### src/rtl/mem_stage_pkg.sv
`default_nettype none
// ============================================================================
// Packages : riscv, core
// Brief    : Shared encodings for the memory stage: instruction NOP, memory
//            op / ALU op / format enums, pipeline buses and MEM FSM states.
// Revision : 1.0 - initial release
// ============================================================================

package riscv;
  // Canonical NOP: addi x0, x0, 0
  localparam logic [31:0] I_NOP = 32'h0000_0013;
endpackage : riscv

package core;

  typedef enum logic [3:0] {
    MEM_NOP = 4'd0,
    LB      = 4'd1,
    LH      = 4'd2,
    LW      = 4'd3,
    LBU     = 4'd4,
    LHU     = 4'd5,
    SB      = 4'd6,
    SH      = 4'd7,
    SW      = 4'd8
  } mem_op_t;

  typedef enum logic [3:0] {
    ALU_NOP  = 4'd0,
    ALU_ADD  = 4'd1,
    ALU_SUB  = 4'd2,
    ALU_AND  = 4'd3,
    ALU_OR   = 4'd4,
    ALU_XOR  = 4'd5,
    ALU_SLL  = 4'd6,
    ALU_SRL  = 4'd7,
    ALU_SRA  = 4'd8,
    ALU_SLT  = 4'd9,
    ALU_SLTU = 4'd10
  } alu_op_t;

  typedef enum logic [2:0] {
    NOP    = 3'd0,
    R_TYPE = 3'd1,
    I_TYPE = 3'd2,
    S_TYPE = 3'd3,
    B_TYPE = 3'd4,
    U_TYPE = 3'd5,
    J_TYPE = 3'd6
  } format_t;

  typedef struct packed {
    logic [31:0] instr;
    format_t     format;
    alu_op_t     alu_op;
    mem_op_t     mem_op;
    logic [4:0]  rd;
    logic [31:0] rd_res;
  } pipeline_bus_t;

  typedef struct packed {
    mem_op_t     mem_op;
    logic [31:0] addr;
    logic [31:0] wdata;
  } mem_cntrl_bus_t;

  typedef struct packed {
    logic        valid;
    logic [4:0]  rd;
    logic [31:0] data;
  } bypass_bus_t;

  typedef enum logic [1:0] {
    ST_IDLE = 2'd0,
    ST_REQ  = 2'd1,
    ST_WAIT = 2'd2
  } mem_state_t;

  // Bubble inserted while the stage is stalled; also the reset value.
  localparam pipeline_bus_t BUBBLE_BUS = '{
    instr:  riscv::I_NOP,
    format: NOP,
    alu_op: ALU_NOP,
    mem_op: MEM_NOP,
    rd:     5'd0,
    rd_res: 32'd0
  };

  function automatic logic is_load(input mem_op_t op);
    return (op == LB) || (op == LH) || (op == LW) || (op == LBU) || (op == LHU);
  endfunction

  function automatic logic is_store(input mem_op_t op);
    return (op == SB) || (op == SH) || (op == SW);
  endfunction

  // Formats that carry a destination register; x0 never counts as a write.
  function automatic logic writes_rd(input format_t fmt, input logic [4:0] rd);
    return ((fmt == R_TYPE) || (fmt == I_TYPE) || (fmt == U_TYPE) || (fmt == J_TYPE)) &&
           (rd != 5'd0);
  endfunction

endpackage : core
`default_nettype wire

### src/rtl/mem_stage_load_align.sv
`default_nettype none
// ============================================================================
// Module   : load_align
// Brief    : Combinational load-data aligner. Shifts the fetched word down to
//            the accessed byte lane and sign/zero-extends to 32 bits.
// Revision : 1.0 - initial release
// ============================================================================
module load_align
  import core::*;
(
  input  logic [31:0] i_rdata,
  input  logic [1:0]  i_addr,
  input  mem_op_t     i_mem_op,
  output logic [31:0] o_data
);

  logic [31:0] w_shifted;

  assign w_shifted = i_rdata >> {i_addr, 3'b000};

  // Pick the width of interest and extend according to the load flavour
  always_comb begin
    o_data = w_shifted;
    case (i_mem_op)
      LB:      o_data = {{24{w_shifted[7]}}, w_shifted[7:0]};
      LBU:     o_data = {24'd0, w_shifted[7:0]};
      LH:      o_data = {{16{w_shifted[15]}}, w_shifted[15:0]};
      LHU:     o_data = {16'd0, w_shifted[15:0]};
      default: o_data = w_shifted;
    endcase
  end

endmodule : load_align
`default_nettype wire

### src/rtl/mem_stage.sv
`default_nettype none
// ============================================================================
// Module   : mem_stage
// Brief    : Memory-access pipeline stage. Issues loads/stores over a
//            req/gnt/rvalid port, aligns load data, registers the result
//            towards write-back, and drives MEM bypass and upstream stall.
//            Optional macro MEM_STAGE_MISALIGN_TRAP_EN: misaligned H/W
//            accesses are dropped as a bubble and flagged on misalign_o;
//            otherwise low address bits are masked to natural alignment.
// Revision : 1.0 - initial release
// ============================================================================
module mem_stage
  import core::*;
(
  input  logic           clk,
  input  logic           rst,
  input  pipeline_bus_t  bus_i,
  input  mem_cntrl_bus_t mem_i,
  output logic           dmem_req_o,
  output logic           dmem_we_o,
  output logic [31:0]    dmem_addr_o,
  output logic [3:0]     dmem_be_o,
  output logic [31:0]    dmem_wdata_o,
  input  logic           dmem_gnt_i,
  input  logic           dmem_rvalid_i,
  input  logic [31:0]    dmem_rdata_i,
  output logic           stall_o,
  output pipeline_bus_t  mem_bus_o,
  output bypass_bus_t    mem_bypass_o,
  output logic           misalign_o
);

  mem_state_t    r_state;
  pipeline_bus_t r_mem_bus;
  logic          r_misalign;

  logic          w_is_mem;
  logic          w_is_load;
  logic          w_is_store;
  logic          w_is_byte;
  logic          w_is_half;
  logic [1:0]    w_off;
  logic [3:0]    w_be;
  logic [31:0]   w_wdata;
  logic          w_misalign;
  logic          w_issue;
  logic          w_resp;
  logic [31:0]   w_load_data;
  logic [31:0]   w_wb_data;
  logic          w_byp_valid;

  assign w_is_mem   = (mem_i.mem_op != MEM_NOP);
  assign w_is_load  = is_load(mem_i.mem_op);
  assign w_is_store = is_store(mem_i.mem_op);
  assign w_is_byte  = (mem_i.mem_op == LB) || (mem_i.mem_op == LBU) || (mem_i.mem_op == SB);
  assign w_is_half  = (mem_i.mem_op == LH) || (mem_i.mem_op == LHU) || (mem_i.mem_op == SH);

  // Lane offset, forced to the natural alignment of the access size
  always_comb begin
    w_off = mem_i.addr[1:0];
    if (w_is_half) begin
      w_off = {mem_i.addr[1], 1'b0};
    end else if (!w_is_byte) begin
      w_off = 2'b00;
    end
  end

  // Byte enables and lane-replicated store data for the access size
  always_comb begin
    w_be    = 4'b1111;
    w_wdata = mem_i.wdata;
    if (w_is_byte) begin
      w_be    = 4'b0001 << w_off;
      w_wdata = {4{mem_i.wdata[7:0]}};
    end else if (w_is_half) begin
      w_be    = 4'b0011 << w_off;
      w_wdata = {2{mem_i.wdata[15:0]}};
    end
  end

`ifdef MEM_STAGE_MISALIGN_TRAP_EN
  assign w_misalign = (w_is_half && mem_i.addr[0]) ||
                      (w_is_mem && !w_is_byte && !w_is_half && (mem_i.addr[1:0] != 2'b00));
`else
  assign w_misalign = 1'b0;
`endif

  assign w_issue = (r_state == ST_IDLE) && w_is_mem && !w_misalign;
  assign w_resp  = (r_state == ST_WAIT) && dmem_rvalid_i;

  assign dmem_req_o   = !rst && (w_issue || (r_state == ST_REQ));
  assign dmem_we_o    = dmem_req_o && w_is_store;
  assign dmem_addr_o  = {mem_i.addr[31:2], 2'b00};
  assign dmem_be_o    = dmem_req_o ? w_be : 4'b0000;
  assign dmem_wdata_o = w_wdata;

  assign stall_o = !rst && (w_issue || (r_state == ST_REQ) ||
                            ((r_state == ST_WAIT) && !dmem_rvalid_i));

  load_align u_load_align (
    .i_rdata  (dmem_rdata_i),
    .i_addr   (w_off),
    .i_mem_op (mem_i.mem_op),
    .o_data   (w_load_data)
  );

  assign w_wb_data = w_is_load ? w_load_data : bus_i.rd_res;

  // A load can only forward once its data has actually returned
  assign w_byp_valid  = !rst && !w_misalign && writes_rd(bus_i.format, bus_i.rd) &&
                        (!w_is_load || w_resp);
  assign mem_bypass_o = w_byp_valid ? '{valid: 1'b1, rd: bus_i.rd, data: w_wb_data}
                                    : '0;

  // Access FSM plus the registered write-back bus and misalign flag
  always_ff @(posedge clk) begin
    if (rst) begin
      r_state    <= ST_IDLE;
      r_mem_bus  <= BUBBLE_BUS;
      r_misalign <= 1'b0;
    end else begin
      r_misalign <= 1'b0;
      case (r_state)
        ST_IDLE: begin
          if (w_is_mem) begin
            r_mem_bus <= BUBBLE_BUS;
            if (w_misalign) begin
              r_misalign <= 1'b1;
            end else begin
              r_state <= dmem_gnt_i ? ST_WAIT : ST_REQ;
            end
          end else begin
            r_mem_bus <= bus_i;
          end
        end
        ST_REQ: begin
          r_mem_bus <= BUBBLE_BUS;
          if (dmem_gnt_i) begin
            r_state <= ST_WAIT;
          end
        end
        ST_WAIT: begin
          if (dmem_rvalid_i) begin
            r_mem_bus        <= bus_i;
            r_mem_bus.rd_res <= w_wb_data;
            r_state          <= ST_IDLE;
          end else begin
            r_mem_bus <= BUBBLE_BUS;
          end
        end
        default: begin
          r_mem_bus <= BUBBLE_BUS;
          r_state   <= ST_IDLE;
        end
      endcase
    end
  end

  assign mem_bus_o  = r_mem_bus;
  assign misalign_o = r_misalign;

endmodule : mem_stage
`default_nettype wire

### config.mk
export PLATFORM = sky130hd
export DESIGN_NAME = mem_stage
export DESIGN_NICKNAME = d
export VERILOG_FILES = /design/src/rtl/mem_stage_pkg.sv /design/src/rtl/mem_stage_load_align.sv /design/src/rtl/mem_stage.sv
export SDC_FILE = /design/constraint.sdc
export NUM_CORES = 1
export LEC_CHECK = 0
export ABC_AREA = 0
export CAP_MARGIN = 25
export CORE_AREA = 2 2 147 149
export CTS_BUF_LIST = sky130_fd_sc_hd__clkbuf_16
export DETAILED_ROUTE_END_ITERATION = 7
export DIE_AREA = 0 0 149 151
export RECOVER_POWER = 50
export SLEW_MARGIN = 20
export SYNTH_ARGS = -nofsm -noshare
export SYNTH_HDL_FRONTEND = slang
export SYNTH_HIERARCHICAL = 1
export SYNTH_SLANG_ARGS = --single-unit
### constraint.sdc
create_clock -name clk -period 4.15 [get_ports clk]
set_input_delay 0.83 -clock clk [delete_from_list [all_inputs] [get_ports clk]]
set_output_delay 0.83 -clock clk [all_outputs]
set_load 0.03 [all_outputs]
==> flow_metrics.env <==
export IMPL_status="finished with violations"
export IMPL_violations="capacitance limit, slew limit"
export IMPL_dieArea_mm2=0.02250
export IMPL_post_route_period_util=0.9668
export IMPL_finalWeightedCongestion=0.8140
export IMPL_clockRootBuffer="clkbuf_16"
export IMPL_worstReg2RegStart="r_state[0]"
export IMPL_ios=374
export IMPL_num_rows=53
export IMPL_htree_levels=3
export IMPL_avgSynthCellArea_um2=8.444
export IMPL_crit_end="mem_bypass_o[24]"
export IMPL_endpoint_kind="primary output"
export IMPL_worst_clock_skew_ns=0.007543
export IMPL_numPortBuffers=310
export IMPL_first_iter_violations=310
export IMPL_vdd_ir_drop_max_v=0.0002140
export IMPL_synth_distinct_cells=55
export IMPL_clkSinkCount=82
export IMPL_ant_nets=0
export IMPL_power_leakage_uw=0.003454
export IMPL_vias=6349
export IMPL_antenna_found_initial=1
export IMPL_max_freq_mhz=249.2
export IMPL_syn_to_final_growth_pct=63.95
export IMPL_power_uw=2468
export IMPL_worst_pin_slew_ns=1.976
export IMPL_grt_max_degree=100
export IMPL_die_w_um=149
export IMPL_grt_pass1_vias=5974
export IMPL_hold_buffers=0
export IMPL_clockBufferDepth=2
export IMPL_drv_slew=57
export IMPL_rsz0062_at_grt="true"
export IMPL_fin_area_mm2=0.009303
export IMPL_yosysSeqAreaShare=0.2893
export IMPL_initial_core_util=0.2725
export IMPL_cts_clk_slew_worst_paths_ns=0.07
export IMPL_rr_worst_depth=5
export IMPL_cts_buffers=9
export IMPL_worstHoldPathType="reg -> reg"
export IMPL_timing_worst_setup_path_type="in -> out"
export IMPL_fillers=2102
export IMPL_crit_path_max_fanout=14
export IMPL_synth_seq_cells=82
export IMPL_grt_pass1_wl_um=35030
export IMPL_nets=1131
export IMPL_hpwl_um=17790
export IMPL_wl_per_cell_um=19.15
export IMPL_cp_start_kind="primary input"
export IMPL_synthCells=672
export IMPL_synth_cell_area_mm2=0.005674
export IMPL_setup_viol_count_final=0
export IMPL_grt_ovfl_total=0
export IMPL_reg2reg_slack_ns=1.24
export IMPL_critPathRequiredTime_ns=3.32
export IMPL_core_area_mm2=0.02082
export IMPL_cp_arrival_ns=3.18
export IMPL_synth_flop_cell="dfxtp_1"
export IMPL_firstDrtPassIters=5
export IMPL_drv_cap=2
export IMPL_p_per_area_mw_per_mm2=265.3
export IMPL_crit_start="mem_i[67]"
export IMPL_dieHeight_um=151
export IMPL_max_slew_margin=-0.3175
export IMPL_ys_warn_count=6
export IMPL_synth_async_sr_flop_share=0
export IMPL_post_route_min_period_ns=4.012
export IMPL_cts_tree="built"
export IMPL_routed_via_density=5.183
export IMPL_rr_endpoint="mem_bus_o[75]"
export IMPL_finalHoldViolations=0
export IMPL_drive_gt1_frac=0.2015
export IMPL_drc=0
export IMPL_grt_total_usage=0.1979
export IMPL_timing_hold_ws_ns=0.7002
export IMPL_clock_latency_ns=0.33
export IMPL_routed_wl_um=23460
export IMPL_synth_edf_count=0
export IMPL_dpl_cell_area_mm2=0.008941
==> sequential cells by signal, summed over array words and instances (netlist names) <==
| register | count |
|---|---|
| r_state | 2 |
| mem_bus_o | 80 |
==> metrics by stage <==
stage / TNS (ns) / setup WS (ns) / util / cells
2_1_floorplan: 0 / 0.02544 / - / 674
3_3_place_gp: -2.148 / -0.1485 / 0.4294 / 1203
3_5_place_dp: -4.528 / -0.2226 / 0.4294 / 1203
4_1_cts: 0 / 0.1291 / 0.4462 / 1222
5_1_grt: -0.003259 / -0.003259 / 0.4466 / 1224
6_report: 0 / 0.1378 / 0.4468 / 1225
==> timing repair <==
action / CTS / global route
setup endpoints to repair: 30 / 17
setup buffers: 3 / 1
gates resized for setup: 11 / 5
pin swaps: 8 / 3
==> kinds of logic (layout without fill, tap and decap cells) <==
family                     Yosys count  after routing  synth area share
muxes                               33             33           0.06395
and+or+nand+nor                    195            195            0.2404
buffers and inverters              128            402            0.1294
other                                1              5         0.0006609
xor gates and xnor gates             3              3          0.004631
adders and majority gates            4              4          0.008821
AOI/OAI and AO/OA                  226            226            0.2628
DFF                                 82             82            0.2893
==> worst min path at each step <==
stage                 end  slack [ns]  depth (start not counted)        from
2_1_floorplan  r_state[1]        0.59                          2  r_state[1]
3_3_place_gp   r_state[1]        0.69                          2  r_state[1]
3_5_place_dp   r_state[1]        0.70                          2  r_state[1]
4_1_cts        r_state[1]        0.71                          2  r_state[1]
5_1_grt        r_state[1]        0.75                          2  r_state[1]
6_report       r_state[1]        0.70                          2  r_state[1]
==> synthesized netlist by cell type, types with 4 or more instances <==
master / n / area share
nand4_1: 32 / 0.035
nand3_1: 32 / 0.028
a2bb2oi_1: 7 / 0.011
nor2b_1: 9 / 0.0099
a21oi_1: 43 / 0.038
o21ai_0: 56 / 0.049
nor3b_1: 49 / 0.065
o2111ai_1: 8 / 0.012
o211ai_1: 40 / 0.053
nor3b_2: 21 / 0.046
mux2_2: 11 / 0.022
buf_4: 48 / 0.064
a211oi_1: 7 / 0.0093
buf_2: 33 / 0.029
o221ai_1: 8 / 0.012
ha_1: 4 / 0.0088
dfxtp_1: 82 / 0.29
clkbuf_1: 35 / 0.023
or3_1: 4 / 0.0044
nor2_1: 17 / 0.011
mux2_1: 5 / 0.0099
mux2i_1: 16 / 0.028
and2_1: 6 / 0.0066
inv_1: 6 / 0.0040
nand2b_1: 9 / 0.0099
o2111a_1: 8 / 0.016
a31oi_1: 33 / 0.036
buf_6: 4 / 0.0079
==> metal layers <==
metal / track usage / share of wire / vias up
met1: 0.2559 / 0.42 / 2983
met3: 0.04247 / 0.083 / 46
li1: - / - / 3045
met5: 0 / 0 / -
met4: 0.07238 / 0.030 / 0
met2: 0.3247 / 0.47 / 275
==> placed cells by master (no fill, tap or decap), types with 6 or more instances in the layout <==
cell,n
clkdlybuf4s50_1,174
buf_4,109
mux2i_1,16
nand4_1,32
nor2_1,16
o221ai_1,8
nor2b_1,7
o2111a_1,8
a211oi_1,7
o21ai_0,56
o211ai_1,40
buf_12,11
mux2_2,11
a21oi_1,40
nor3b_2,21
inv_1,6
dfxtp_1,82
o2111ai_1,8
dlygate4sd3_1,80
nor3b_1,49
a31oi_1,33
clkbuf_16,9
nand2b_1,9
nand3_1,32
a2bb2oi_1,7
==> final cells by class <==
class	instances	area (um^2)	area share
timing repair buffer	380	3638	0.3911
multi-input combinational	464	3349	0.3601
sequential	82	1642	0.1765
tap	275	344.1	0.03699
clock buffer	9	225.2	0.02421
clock inverter	7	76.32	0.008204
inverter	6	22.52	0.002421
antenna	2	5.005	0.0005380
==> critical path, stage by stage <==
cell and delay (ns):
clkdlybuf4s50_1 0.46, o21ba_2 0.27, and2_4 0.18, mux4_2 0.56, nand4bb_4 0.16, buf_12 0.15, o211ai_1 0.13, nand4_1 0.19
a21oi_2 0.07, buf_4 0.18
==> power breakdown <==
part	switching, uW	internal (uW)
Sequential	6.47	806
Combinational	458	382
Clock	345	471
Total	810	1660
(Power assumes the default switching activity.)
